==> config.mk <==
export PLATFORM = sky130hd
export DESIGN_NAME = hex_keypad_encoder
export DESIGN_NICKNAME = d
export VERILOG_FILES = /design/src/rtl/hex_keypad_pkg.sv /design/src/rtl/hex_keypad_encoder_scanner.sv /design/src/rtl/hex_keypad_encoder.sv
export SDC_FILE = /design/constraint.sdc
export NUM_CORES = 1
export LEC_CHECK = 0
export CORE_UTILIZATION = 55
export CTS_CLUSTER_DIAMETER = 100
export DETAILED_ROUTE_END_ITERATION = 6
export PLACE_DENSITY = 0.8
export REMOVE_ABC_BUFFERS = 1
export SLEW_MARGIN = 5
export SYNTH_ARGS = -nofsm -noshare
export SYNTH_HDL_FRONTEND = slang
export SYNTH_SLANG_ARGS = --single-unit
==> constraint.sdc <==
create_clock -name Clk -period 4.6 [get_ports Clk]
set_input_delay 0.92 -clock Clk [delete_from_list [all_inputs] [get_ports Clk]]
set_output_delay 0.92 -clock Clk [all_outputs]
set_load 0.03 [all_outputs]
==> src/rtl/hex_keypad_pkg.sv <==
// Shared types and helpers for the hex keypad encoder.
//   state_t    : debounce FSM states
//   scan_res_t : outcome of one full four-column scan
//   key_count  : number of pressed rows in one column sample, saturated at 2
//   row_index  : index of the lowest pressed row in one column sample
package hex_keypad_pkg;

    localparam int unsigned NUM_ROWS = 4;
    localparam int unsigned NUM_COLS = 4;

    typedef enum logic [1:0] {IDLE, DEBOUNCE, PRESSED, RELEASE} state_t;

    typedef enum logic [1:0] {NONE, SINGLE, MULTI} scan_res_t;

    function automatic logic [1:0] key_count(input logic [NUM_ROWS-1:0] pressed);
        logic [2:0] n;
        n = '0;
        for (int i = 0; i < int'(NUM_ROWS); i++) begin
            n = n + {2'b00, pressed[i]};
        end
        return (n >= 3'd2) ? 2'd2 : n[1:0];
    endfunction

    function automatic logic [1:0] row_index(input logic [NUM_ROWS-1:0] pressed);
        logic [1:0] idx;
        idx = '0;
        for (int i = int'(NUM_ROWS) - 1; i >= 0; i--) begin
            if (pressed[i]) begin
                idx = 2'(i);
            end
        end
        return idx;
    endfunction

endpackage

==> src/rtl/hex_keypad_encoder_scanner.sv <==
// Keypad column scanner: divider, active-low column drive, two-flop row
// synchroniser and per-scan accumulation of pressed keys.
//   clk_i, rst_ni : clock, asynchronous active-low reset
//   row_i         : raw active-low row sense lines
//   col_o         : active-low one-hot column drive
//   scan_done_o   : one-cycle pulse on the column-3 sample edge
//   scan_res_o    : NONE / SINGLE / MULTI for the scan ending now
//   scan_code_o   : {row, col} of the key when scan_res_o is SINGLE
module keypad_scanner
    import hex_keypad_pkg::*;
#(
    parameter int unsigned SCAN_DIV = 1000
) (
    input  logic      clk_i,
    input  logic      rst_ni,
    input  logic [3:0] row_i,
    output logic [3:0] col_o,
    output logic      scan_done_o,
    output scan_res_t scan_res_o,
    output logic [3:0] scan_code_o
);

    localparam int unsigned DivW = (SCAN_DIV > 1) ? $clog2(SCAN_DIV) : 1;
    localparam logic [DivW-1:0] DivLast = DivW'(SCAN_DIV - 1);

    logic [DivW-1:0] div_q, div_d;
    logic [1:0]      col_idx_q, col_idx_d;
    logic [3:0]      row_meta_q, row_sync_q;
    logic [1:0]      acc_cnt_q, acc_cnt_d;
    logic [3:0]      acc_code_q, acc_code_d;

    logic       step;
    logic [3:0] pressed;
    logic [1:0] col_cnt, base_cnt, merged_cnt;
    logic [2:0] sum;
    logic [3:0] base_code, merged_code;

    always_comb begin
        step      = (div_q == DivLast);
        div_d     = step ? '0 : div_q + DivW'(1);
        col_idx_d = step ? col_idx_q + 2'd1 : col_idx_q;

        pressed = ~row_sync_q;
        col_cnt = key_count(pressed);

        // Column 0 opens a new scan, so earlier accumulation is dropped.
        base_cnt  = (col_idx_q == 2'd0) ? 2'd0 : acc_cnt_q;
        base_code = (col_idx_q == 2'd0) ? 4'd0 : acc_code_q;

        sum         = {1'b0, base_cnt} + {1'b0, col_cnt};
        merged_cnt  = (sum >= 3'd2) ? 2'd2 : sum[1:0];
        // Code is only meaningful when merged_cnt is 1, i.e. one side holds it.
        merged_code = (col_cnt != 2'd0) ? {row_index(pressed), col_idx_q} : base_code;

        acc_cnt_d  = step ? merged_cnt : acc_cnt_q;
        acc_code_d = step ? merged_code : acc_code_q;

        scan_done_o = step && (col_idx_q == 2'd3);
        scan_code_o = merged_code;
        if (merged_cnt == 2'd0) begin
            scan_res_o = NONE;
        end else if (merged_cnt == 2'd1) begin
            scan_res_o = SINGLE;
        end else begin
            scan_res_o = MULTI;
        end

        col_o = ~(4'b0001 << col_idx_q);
    end

    always_ff @(posedge clk_i or negedge rst_ni) begin
        if (!rst_ni) begin
            div_q      <= '0;
            col_idx_q  <= 2'd0;
            row_meta_q <= 4'hF;
            row_sync_q <= 4'hF;
            acc_cnt_q  <= 2'd0;
            acc_code_q <= 4'd0;
        end else begin
            div_q      <= div_d;
            col_idx_q  <= col_idx_d;
            row_meta_q <= row_i;
            row_sync_q <= row_meta_q;
            acc_cnt_q  <= acc_cnt_d;
            acc_code_q <= acc_code_d;
        end
    end

endmodule

==> src/rtl/hex_keypad_encoder.sv <==
// 4x4 hex keypad encoder: scans the matrix, debounces presses and releases
// over DEBOUNCE_SCANS full scans and reports a 4-bit key code.
//   Clk, ResetN : clock, asynchronous active-low reset
//   Row         : raw active-low row sense lines (asynchronous)
//   Col         : active-low one-hot column drive
//   KeyCode     : last accepted key {row, col}
//   KeyValid    : one-cycle pulse on each accepted press
//   KeyHeld     : accepted key still considered pressed
//   MultiKey    : last full scan saw two or more keys
module hex_keypad_encoder
    import hex_keypad_pkg::*;
#(
    parameter int unsigned SCAN_DIV       = 1000,
    parameter int unsigned DEBOUNCE_SCANS = 4
) (
    input  logic       Clk,
    input  logic       ResetN,
    input  logic [3:0] Row,
    output logic [3:0] Col,
    output logic [3:0] KeyCode,
    output logic       KeyValid,
    output logic       KeyHeld,
    output logic       MultiKey
);

    localparam int unsigned CntW = $clog2(DEBOUNCE_SCANS + 1);
    localparam logic [CntW-1:0] CntDone = CntW'(DEBOUNCE_SCANS);

    logic       scan_done;
    scan_res_t  scan_res;
    logic [3:0] scan_code;

    keypad_scanner #(
        .SCAN_DIV (SCAN_DIV)
    ) u_scanner (
        .clk_i       (Clk),
        .rst_ni      (ResetN),
        .row_i       (Row),
        .col_o       (Col),
        .scan_done_o (scan_done),
        .scan_res_o  (scan_res),
        .scan_code_o (scan_code)
    );

    state_t          state_q, state_d;
    logic [CntW-1:0] cnt_q, cnt_d, cnt_inc;
    logic [3:0]      cand_q, cand_d;
    logic [3:0]      key_code_q, key_code_d;
    logic            key_valid_q, key_valid_d;
    logic            multi_key_q, multi_key_d;

    always_comb begin
        state_d     = state_q;
        cnt_d       = cnt_q;
        cand_d      = cand_q;
        key_code_d  = key_code_q;
        key_valid_d = 1'b0;
        multi_key_d = multi_key_q;
        cnt_inc     = cnt_q + CntW'(1);

        if (scan_done) begin
            multi_key_d = (scan_res == MULTI);
            case (state_q)
                IDLE: begin
                    if (scan_res == SINGLE) begin
                        cand_d = scan_code;
                        cnt_d  = CntW'(1);
                        if (DEBOUNCE_SCANS == 1) begin
                            state_d     = PRESSED;
                            key_code_d  = scan_code;
                            key_valid_d = 1'b1;
                        end else begin
                            state_d = DEBOUNCE;
                        end
                    end
                end
                DEBOUNCE: begin
                    if (scan_res == SINGLE && scan_code == cand_q) begin
                        cnt_d = cnt_inc;
                        if (cnt_inc == CntDone) begin
                            state_d     = PRESSED;
                            key_code_d  = cand_q;
                            key_valid_d = 1'b1;
                        end
                    end else if (scan_res == SINGLE) begin
                        cand_d = scan_code;
                        cnt_d  = CntW'(1);
                    end else begin
                        state_d = IDLE;
                    end
                end
                PRESSED: begin
                    // Any key activity, even a different key, keeps the press alive.
                    if (scan_res == NONE) begin
                        cnt_d   = CntW'(1);
                        state_d = (DEBOUNCE_SCANS == 1) ? IDLE : RELEASE;
                    end
                end
                RELEASE: begin
                    if (scan_res == NONE) begin
                        cnt_d = cnt_inc;
                        if (cnt_inc == CntDone) begin
                            state_d = IDLE;
                        end
                    end else begin
                        state_d = PRESSED;
                    end
                end
                default: state_d = IDLE;
            endcase
        end
    end

    always_ff @(posedge Clk or negedge ResetN) begin
        if (!ResetN) begin
            state_q     <= IDLE;
            cnt_q       <= '0;
            cand_q      <= 4'd0;
            key_code_q  <= 4'd0;
            key_valid_q <= 1'b0;
            multi_key_q <= 1'b0;
        end else begin
            state_q     <= state_d;
            cnt_q       <= cnt_d;
            cand_q      <= cand_d;
            key_code_q  <= key_code_d;
            key_valid_q <= key_valid_d;
            multi_key_q <= multi_key_d;
        end
    end

    assign KeyCode  = key_code_q;
    assign KeyValid = key_valid_q;
    assign KeyHeld  = (state_q == PRESSED) || (state_q == RELEASE);
    assign MultiKey = multi_key_q;

endmodule

* After elaboration in Yosys (flattened, before gate mapping)
Cells that the tools add are included.
** Word-level totals
- Register bits :: 41
- Latch bits :: 0
- Bits in writable memories :: 0
- Bits in read-only memories :: 0
- Output and inout port bits :: 11
- Word-level logic and storage cells :: 86
- Memories :: 0
** Operators by class
- $add $sub $neg :: 7
- Multipliers :: 0
- Div/mod/pow operators :: 0
- Magnitude comparators :: 2
- Equality and inequality tests :: 17
- Shifts and indexed selects :: 1
- Mux-type cells :: 32
- Bitwise operators :: 2
- Reductions and logical operators :: 13
** Operator list (number)
- $mux 2 :: 16
- $mux 4 :: 4
- $mux 3 :: 4
- $pmux 3 s4 :: 1
- $add 10x1->10 const B :: 1
- $eq 10x10->1 const B :: 1
- $mux 10 :: 1
- $ne 3x3->1 const B :: 3
- $eq 2x2->1 const B :: 4
- $logic_not 2->1 :: 4
- $ne 2x2->1 const B :: 4
- $not 4->4 :: 2
- $pmux 2 s4 :: 1
- $pmux 4 s2 :: 1
- $add 3x1->3 :: 2
- $eq 2x1->1 const B :: 3
- $ge 3x2->1 const B :: 2
- $reduce_and 3->1 :: 2
- $reduce_and 6->1 :: 1
- $eq 4x4->1 :: 1
- $mux 1 :: 4
- $reduce_and 4->1 :: 1
- $reduce_bool 2->1 :: 2
- $shl 1x2->4 const A :: 1
- 7 further kinds :: 8

* Logic depth before layout (Yosys ltp)
Gate-level depths: netlist of run 1.
- Depth in word-level cells :: 17
- Mapped depth :: 12
- Mapped depth without buffers :: 12

* Hierarchy
A second synthesis of run 1 with hierarchy kept.
** Unflattened totals
- Cell total of the unflattened synthesis :: 180
- Area, all modules :: 2014.4 sq um
** By module, submodules not included
- keypad_scanner :: times used 1, cells an instance 117, area each 1271.2 sq um, seq. area each 660.6 sq um
- hex_keypad_encoder :: times used 1, cells an instance 63, area each 743.2 sq um, seq. area each 375.4 sq um

* Worst setup path after synthesis of run 1
OpenSTA, ideal clock, no wires.
- Path kind :: reg2reg
- Start point :: register u_scanner.row_sync_q[0]
- End point :: register key_code_q[0], in the netlist KeyCode[0]
- Arrival :: 3271 ps
- Data required time :: 4475 ps
- Path slack :: 1204 ps
- Cell stages (with the launch flop) :: 12
- Path buffers :: 0
- Cell sequence :: dfstp_2 -> inv_1 -> ha_1 -> fa_1 -> ha_1 -> nor2b_1 -> fa_1 -> and2_1 -> nand2_1 -> nor3_1 -> nand4_4 -> mux2_2
** On the way
- Cells in the longest elaborated chain, start to end :: 15
- Elaborated cells on any way between the ends :: 20
- Those cells by class :: add/sub: 4; order compare: 2; eq/ne: 3; mux: 6; bitwise: 1; reduce/logical: 4
** RTL lines
- from (decl) :: line hex_keypad_encoder_scanner.sv:28 : logic [3:0] row_meta_q, row_sync_q;
- from (signal assigned) :: line hex_keypad_encoder_scanner.sv:83 : row_sync_q <= row_meta_q;
- $not 4->4 (*) :: line hex_keypad_encoder_scanner.sv:43 : pressed = ~row_sync_q;
- $add 1x1->2 :: line hex_keypad_pkg.sv:19 : n = n + {2'b00, pressed[i]};
- $add 3x1->3 (2 in series) :: line hex_keypad_pkg.sv:19
- $ge 3x2->1 :: line hex_keypad_pkg.sv:21 : return (n >= 3'd2) ? 2'd2 : n[1:0];
- $mux 2 :: line hex_keypad_pkg.sv:21
- $add 2x2->3 :: line hex_keypad_encoder_scanner.sv:50 : sum = {1'b0, base_cnt} + {1'b0, col_cnt};
- $ge 3x2->1 :: line hex_keypad_encoder_scanner.sv:51 : merged_cnt = (sum >= 3'd2) ? 2'd2 : sum[1:0];
- $mux 2 :: line hex_keypad_encoder_scanner.sv:51
- $eq 2x1->1 :: line hex_keypad_encoder_scanner.sv:62 : end else if (merged_cnt == 2'd1) begin
- $mux 2 :: line hex_keypad_encoder_scanner.sv:62
- $mux 2 :: line hex_keypad_encoder_scanner.sv:60 : if (merged_cnt == 2'd0) begin
- $eq 2x1->1 :: line hex_keypad_encoder.sv:78 : if (scan_res == SINGLE && scan_code == cand_q) begin
- $logic_and 1x1->1 (*) :: line hex_keypad_encoder.sv:78
- $reduce_and 4->1 (no source line) (*)
- to (signal assigned) :: line hex_keypad_encoder.sv:126 : key_code_q <= key_code_d;
- to (decl) :: line hex_keypad_encoder.sv:48 : logic [3:0] key_code_q, key_code_d;
Mark *: on every way between the ends. The rest lies on a longest branch, timed or not.
A chain may end at the register's enable or synchronous reset.

* Worst setup path in the final report of run 1
- Start point :: register u_scanner.row_sync_q[0]
- End point :: register key_code_q[2], in the netlist KeyCode[2]
The elaborated chain is that of the path after synthesis.

==> metrics.cfg, run 1 <==
[floorplanning]
fp.dieW_um = 65.4
die_y_um = 65.4
initial_core_util = 0.590
pin_count = 17
core-area_mm2 = 0.00374
dieArea_mm2 = 0.00428
fp-row-count = 22

[route]
drc = 0
viasPerCell = 5.76
dr.pass1.iters = 4
wl_per_cell_um = 14.8
vias = 1579
routed_wl_mm = 4.05
ant_nets = 0
drt_iter0_drc = 113

[yosys]
synth_top_area_frac = 0.374
synth_compound_area_frac = 0.126
synth_top_family_by_area = simple AND/OR/NAND/NOR gates
synth_edf_count = 0
synth-adder-area-share = 0.0747
avgSynthCellArea_um2 = 10.7
synth_cells = 207
synth_top_area_cell = dfrtp_1
synth_seq_cells = 41
synthMuxAreaShare = 0.0538
synthXorXnorAreaFrac = 0.0436
synth_area_leaders = dfrtp_1 (37%), dfstp_2 (9.5%), ha_1 (5.7%)
yosys.area_share.simple = 0.191
synth_ff_type = dfrtp_1
syn_area_mm2 = 0.00221
yosysSeqAreaShare = 0.469
async_flop_share = 1.00
yosysWarnings = 0
ys_types = 50

[clock_network]
clock-sinks = 41
clk_path_buf_depth = 2
cts_resized = 0
cts_setup_buffers = 0
htreeDepth = 2
clk_latency_ns = 0.29
cts_hold_buf = 0
cts_tree = built
clock-root-buffer = clkbuf_8
numCtsBuffers = 5
clk_pin_slew_worst_paths_ns = 0.08

[place]
place_area_mm2 = 0.00240
dpl.hpwl_mm = 2.91
port_buffers = 16
place_congestion = 0.888

[job]
cap_viol_max_count = 0

[pwr]
p_per_area_mw_per_mm2 = 284
p_leak_nw = 1.12
irDropWorstVdd_mv = 0.159

[worst_setup_path]
cp.arrival_ns = 3.93
critPathMaxFanout = 5
path_class = register to register
reg2reg_depth = 11
endpoint_kind = register
required_ns = 4.78
start_kind = register

[final_layout]
drive_gt1_frac = 0.142
area.growth.synth_to_final_pct = 14.1
antenna_cells = 0
fin_area_mm2 = 0.00252
fill_cells = 313
layout_common_cells = dfrtp_1 (33), inv_1 (19), nand2_1 (16)
final_nets = 243
layout_commonest_cell = dfrtp_1

[status]
status = completed

[timing]
finalSetupViolCount = 0
worstMarginPinSlew_ns = 0.854
skew_ns = 0.00624
drv_slew = 0
rsz0062_at_grt = no
hold_viol = 0
max_freq_ghz = 0.267
setup_tns_ns = 0
fin_crit_sh = 0.815
relSlewSlack = 0.430
period_minus_slack_ns = 3.75

[global_routing]
antenna_found_initial = 0
grt_usage = 0.225
grt-ovfl-total = 0
grt_pass1_vias = 1596
grt_pass1_wl_mm = 7.15
grt_max_degree = 42

[hold_path]
whs_path_depth = 0
hold_path_class = register to register

==> power by group <==
group	leakage, nW	switching, mW	internal [mW]	total (mW)
logic	0.533	0.0315	0.0168	0.0483
clock network	0.0585	0.122	0.177	0.299
registers	0.531	0.00150	0.367	0.368
total	1.12	0.155	0.560	0.715
==> synth_stat cells, types with 2 or more instances <==
| cell type | n |
|---|---|
| a21oi_1 | 4 |
| a31oi_1 | 5 |
| a32o_1 | 2 |
| a41o_1 | 2 |
| and2_1 | 6 |
| and3_1 | 5 |
| clkbuf_1 | 4 |
| dfrtp_1 | 33 |
| dfstp_2 | 8 |
| fa_1 | 2 |
| ha_1 | 10 |
| inv_1 | 19 |
| mux2_2 | 7 |
| mux2i_1 | 4 |
| nand2_1 | 16 |
| nand3_1 | 11 |
| nand4_1 | 3 |
| nor2_1 | 10 |
| nor2b_1 | 7 |
| nor3_1 | 3 |
| o211ai_2 | 2 |
| o21ai_0 | 7 |
| xnor2_1 | 3 |
| xor2_1 | 8 |
==> stage by stage <==
| step | hold slack (ns) | power [mW] | util | instances | worst slack, ns |
|---|---|---|---|---|---|
| 3_3_place_gp | 0.346 | 0.422 | 0.642 | 266 | 0.985 |
| 5_1_grt | 0.361 | 0.743 | 0.673 | 274 | 0.597 |
| 6_report | 0.358 | 0.715 | 0.673 | 274 | 0.851 |
| 3_5_place_dp | 0.348 | 0.424 | 0.642 | 266 | 0.835 |
| 4_1_cts | 0.359 | 0.722 | 0.673 | 274 | 0.829 |
| 2_1_floorplan | 0.345 | 0.405 | - | 202 | 1.20 |
==> worst max-delay path, stage by stage, from the launching register on <==
cell and delay (ns):
dfstp_2 0.55, inv_1 0.04, ha_1 0.30, fa_1 0.44
ha_1 0.34, nor2b_1 0.08, fa_1 0.51, and2_1 0.20
nand2_1 0.14, nor3_1 0.51, nand4_4 0.20, mux2_2 0.31
==> sequential cells by signal (all words and copies together) (netlist names) <==
name / count
KeyCode: 4
KeyValid: 1
MultiKey: 1
cand_q: 4
cnt_q: 3
state_q: 2
u_scanner.acc_cnt_q: 2
u_scanner.acc_code_q: 4
u_scanner.col_idx_q: 2
u_scanner.div_q: 10
u_scanner.row_meta_q: 4
u_scanner.row_sync_q: 4
==> cell families (layout without fill, tap and decap cells) <==
group / Yosys count / after routing
buffers and inverters: 24 / 43
muxes: 11 / 11
and+or+nand+nor: 72 / 72
adders and majority gates: 12 / 12
DFF: 41 / 41
xor gates and xnor gates: 11 / 11
AOI/OAI and AO/OA: 36 / 36
==> layer usage <==
metal	track usage	vias to the layer above	wire [um]
met5	0	-	0
met4	0.0761	0	75
met3	0.0521	8	177
met2	0.380	39	1940
met1	0.281	772	1850
li1	-	760	-
==> path summary, 6_finish.rpt <==
check	from	endpoint	slack, ns
min in group asynchronous	ResetN	state_q[0]$_DFFE_PN0P_	0.73
setup / recovery	u_scanner.row_sync_q[0]$_DFF_PN1_	KeyCode[2]$_DFFE_PN0P_	0.85
hold / removal	u_scanner.row_meta_q[2]$_DFF_PN1_	u_scanner.row_sync_q[2]$_DFF_PN1_	0.36
max in group asynchronous	ResetN	u_scanner.acc_code_q[0]$_DFFE_PN0N_	3.33
setup reg to reg	u_scanner.row_sync_q[0]$_DFF_PN1_	KeyCode[2]$_DFFE_PN0P_	0.85
hold reg to reg	u_scanner.row_meta_q[2]$_DFF_PN1_	u_scanner.row_sync_q[2]$_DFF_PN1_	0.36
==> layout make-up <==
cell class	instances	area [um^2]	area share
inverters	19	71.3	0.0283
multi-input cells	142	1080	0.429
clock buffers	7	86.3	0.0342
repair buffers	16	155	0.0615
flip-flops and latches	41	1040	0.411
well taps	48	60.1	0.0238
clock inverters	1	30.0	0.0119
Note: power is estimated with default switching activity, not from simulation.
==> run 2: changes to the inputs <==
--- a/config.mk
+++ b/config.mk
@@ -5,10 +5,10 @@
 export SDC_FILE = /design/constraint.sdc
 export NUM_CORES = 1
 export LEC_CHECK = 0
-export CORE_UTILIZATION = 55
+export CORE_UTILIZATION = 52
 export CTS_CLUSTER_DIAMETER = 100
 export DETAILED_ROUTE_END_ITERATION = 6
-export PLACE_DENSITY = 0.8
+export PLACE_DENSITY = 0.79
 export REMOVE_ABC_BUFFERS = 1
 export SLEW_MARGIN = 5
 export SYNTH_ARGS = -nofsm -noshare
==> constraint.sdc (replaced) <==
create_clock -name Clk -period 3.1 [get_ports Clk]
set_input_delay 0.62 -clock Clk [delete_from_list [all_inputs] [get_ports Clk]]
set_output_delay 0.62 -clock Clk [all_outputs]
set_load 0.03 [all_outputs]
==> metrics.cfg, run 2 (same netlist as run 1, synthesis figures left out) <==
[status]
status = finished with violations
violations = negative setup slack

[clock_network]
clk_path_buf_depth = 2  ; unchanged
cts_tree = built
clock-sinks = 41  ; unchanged
clock-root-buffer = clkbuf_8
numCtsBuffers = 5  ; unchanged
clk_pin_slew_worst_paths_ns = 0.07  ; about the same
htreeDepth = 2  ; unchanged
clk_latency_ns = 0.30  ; about the same
cts_hold_buf = 0  ; unchanged

[floorplanning]
dieArea_mm2 = 0.00451  ; +5.6%
fp-row-count = 23  ; +4.5%
core-area_mm2 = 0.00403  ; +7.6%
pin_count = 17  ; unchanged
die_y_um = 67.2  ; +2.8%
fp.dieW_um = 67.2  ; +2.8%
initial_core_util = 0.548  ; -0.0418

[timing]
relSlewSlack = 0.403  ; -0.0269
worstMarginPinSlew_ns = 0.895  ; +0.0404 ns
finalSetupViolCount = 10  ; +10
period_minus_slack_ns = 3.20  ; -0.551 ns
max_freq_ghz = 0.313  ; +17%
fin_ws_ns = -0.0976  ; -0.949 ns
drv_slew = 0  ; unchanged
skew_ns = 0.0116  ; +0.00539 ns
whs_ns = 0.358  ; +0.000372 ns
rsz0062_at_grt = yes
hold_viol = 0  ; unchanged
fin_crit_sh = 1.03  ; +0.217

[global_routing]
antenna_found_initial = 0  ; unchanged
grt-ovfl-total = 0  ; unchanged
grt_max_degree = 42  ; unchanged
grt_pass1_vias = 1705  ; +6.8%
grt_pass1_wl_mm = 7.89  ; +10%
grt_usage = 0.239  ; +0.0148

[worst_setup_path]
path_class = register to register
required_ns = 3.28  ; -1.50 ns
crit_buf_inv = 2  ; +1
cp_slowest_cell = dfstp_2
cp.arrival_ns = 3.38  ; -0.55 ns
cp_slowest_stage_delay_ns = 0.54  ; about the same
critPathMaxFanout = 3  ; -2
start_kind = register
path_cells = inv_2, ha_4, fa_2, ha_4, or3b_4, or3_4, o211ai_4, nor4_4, buf_6, a31oi_4, mux2_4
timing.critical_path.mode_cell = ha_4
path_delay_family = adder cells
endpoint_kind = register

[final_layout]
final_nets = 271  ; +12%
layout_common_cells = dfrtp_1 (33), buf_4 (23), inv_1 (16)
finalNonFillerCells = 304  ; +11%
largest_register = u_scanner.div_q
largest_register_ffs = 10  ; unchanged
fill_cells = 294  ; -6.1%
drive_gt1_frac = 0.311  ; +0.169
antenna_cells = 0  ; unchanged
layout_commonest_cell = dfrtp_1
fin_util = 0.711  ; +0.0374
area.growth.synth_to_final_pct = 29.6

[pwr]
seq_power_share = 0.529  ; +0.015
p_leak_nw = 1.26  ; +12%
p_int_mw = 0.787  ; +40%
switching_share = 0.239  ; +0.0220
switchingPower_mw = 0.247  ; +59%
p_per_area_mw_per_mm2 = 361  ; +27%
p_clk_frac = 0.348  ; -0.070
comb_power_share = 0.123  ; +0.055
irDropWorstVdd_mv = 0.288  ; +81%

[place]
dp_cells = 294  ; +11%
place_congestion = 0.900  ; +1.3%
port_buffers = 16  ; unchanged
dpl.hpwl_mm = 3.27  ; +13%

[route]
vias = 1700  ; +7.7%
drc = 0  ; unchanged
drt_iter0_drc = 108  ; -4.4%
wl_per_cell_um = 15.7  ; +6.3%
viasPerCell = 5.59  ; -3.0%
ant_nets = 0  ; unchanged
dr.pass1.iters = 4  ; unchanged
routed_wl_mm = 4.77  ; +18%

[job]
cap_viol_max_count = 0  ; unchanged

[hold_path]
hold_path_class = register to register

run 2: power by group through the flow:
stage	Sequential, mW	Clock [mW]	Combinational [mW]
after floorplan	0.556	0	0.0448
after global placement	0.556	0	0.0904
after detailed placement	0.557	0	0.0936
after CTS	0.546	0.368	0.119
after global routing	0.547	0.389	0.138
final	0.547	0.359	0.128
run 2: final cells by class:
type / count / area (um^2) / area share
multi-input combinational: 142 / 1220 / 0.426
sequential: 41 / 1040 / 0.362
timing repair buffer: 44 / 384 / 0.134
clock buffer: 8 / 90.1 / 0.0315
inverter: 19 / 71.3 / 0.0249
tap: 50 / 62.6 / 0.0218
run 2: per-layer routing:
| layer | share of wire | routed length, um | GRT usage | vias to the layer above |
|---|---|---|---|---|
| met2 | 0.51 | 2410 | 0.408 | 44 |
| met4 | 0.017 | 82 | 0.0771 | 0 |
| met5 | 0 | 0 | 0 | - |
| li1 | - | - | - | 817 |
| met3 | 0.046 | 218 | 0.0507 | 11 |
| met1 | 0.43 | 2060 | 0.302 | 828 |
run 2: per-stage QoR:
step           instance area, um^2  setup TNS (ns)  total power, mW  setup slack [ns]
2_1_floorplan                 2190           -2.45            0.601            -0.296
3_3_place_gp                  2600           -3.50            0.646            -0.339
3_5_place_dp                  2600           -4.36            0.650            -0.443
4_1_cts                       2820          -0.357             1.03           -0.0794
5_1_grt                       2860           -1.36             1.07            -0.203
6_report                      2860          -0.512             1.03           -0.0976
run 2: what timing repair did:
action,CTS,global route
endpoints found under the setup margin,14,14
pin swaps,10,5
gates cloned,0,0
gates resized for setup,25,9
buffers inserted,3,1
run 2: final timing paths:
| path | startpoint | end | slack, ns | cells past startpoint |
|---|---|---|---|---|
| min in group asynchronous | ResetN | cnt_q[0]$_DFFE_PN0P_ | 0.44 | 1 |
| worst max register to register | u_scanner.row_sync_q[0]$_DFF_PN1_ | cand_q[2]$_DFFE_PN0P_ | -0.1 | 11 |
| worst min-delay path | u_scanner.row_meta_q[2]$_DFF_PN1_ | u_scanner.row_sync_q[2]$_DFF_PN1_ | 0.36 | 0 |
| worst max-delay path | u_scanner.row_sync_q[0]$_DFF_PN1_ | cand_q[2]$_DFFE_PN0P_ | -0.1 | 11 |
| max in group asynchronous | ResetN | u_scanner.acc_code_q[0]$_DFFE_PN0N_ | 2.09 | 1 |
| worst min register to register | u_scanner.row_meta_q[2]$_DFF_PN1_ | u_scanner.row_sync_q[2]$_DFF_PN1_ | 0.36 | 0 |
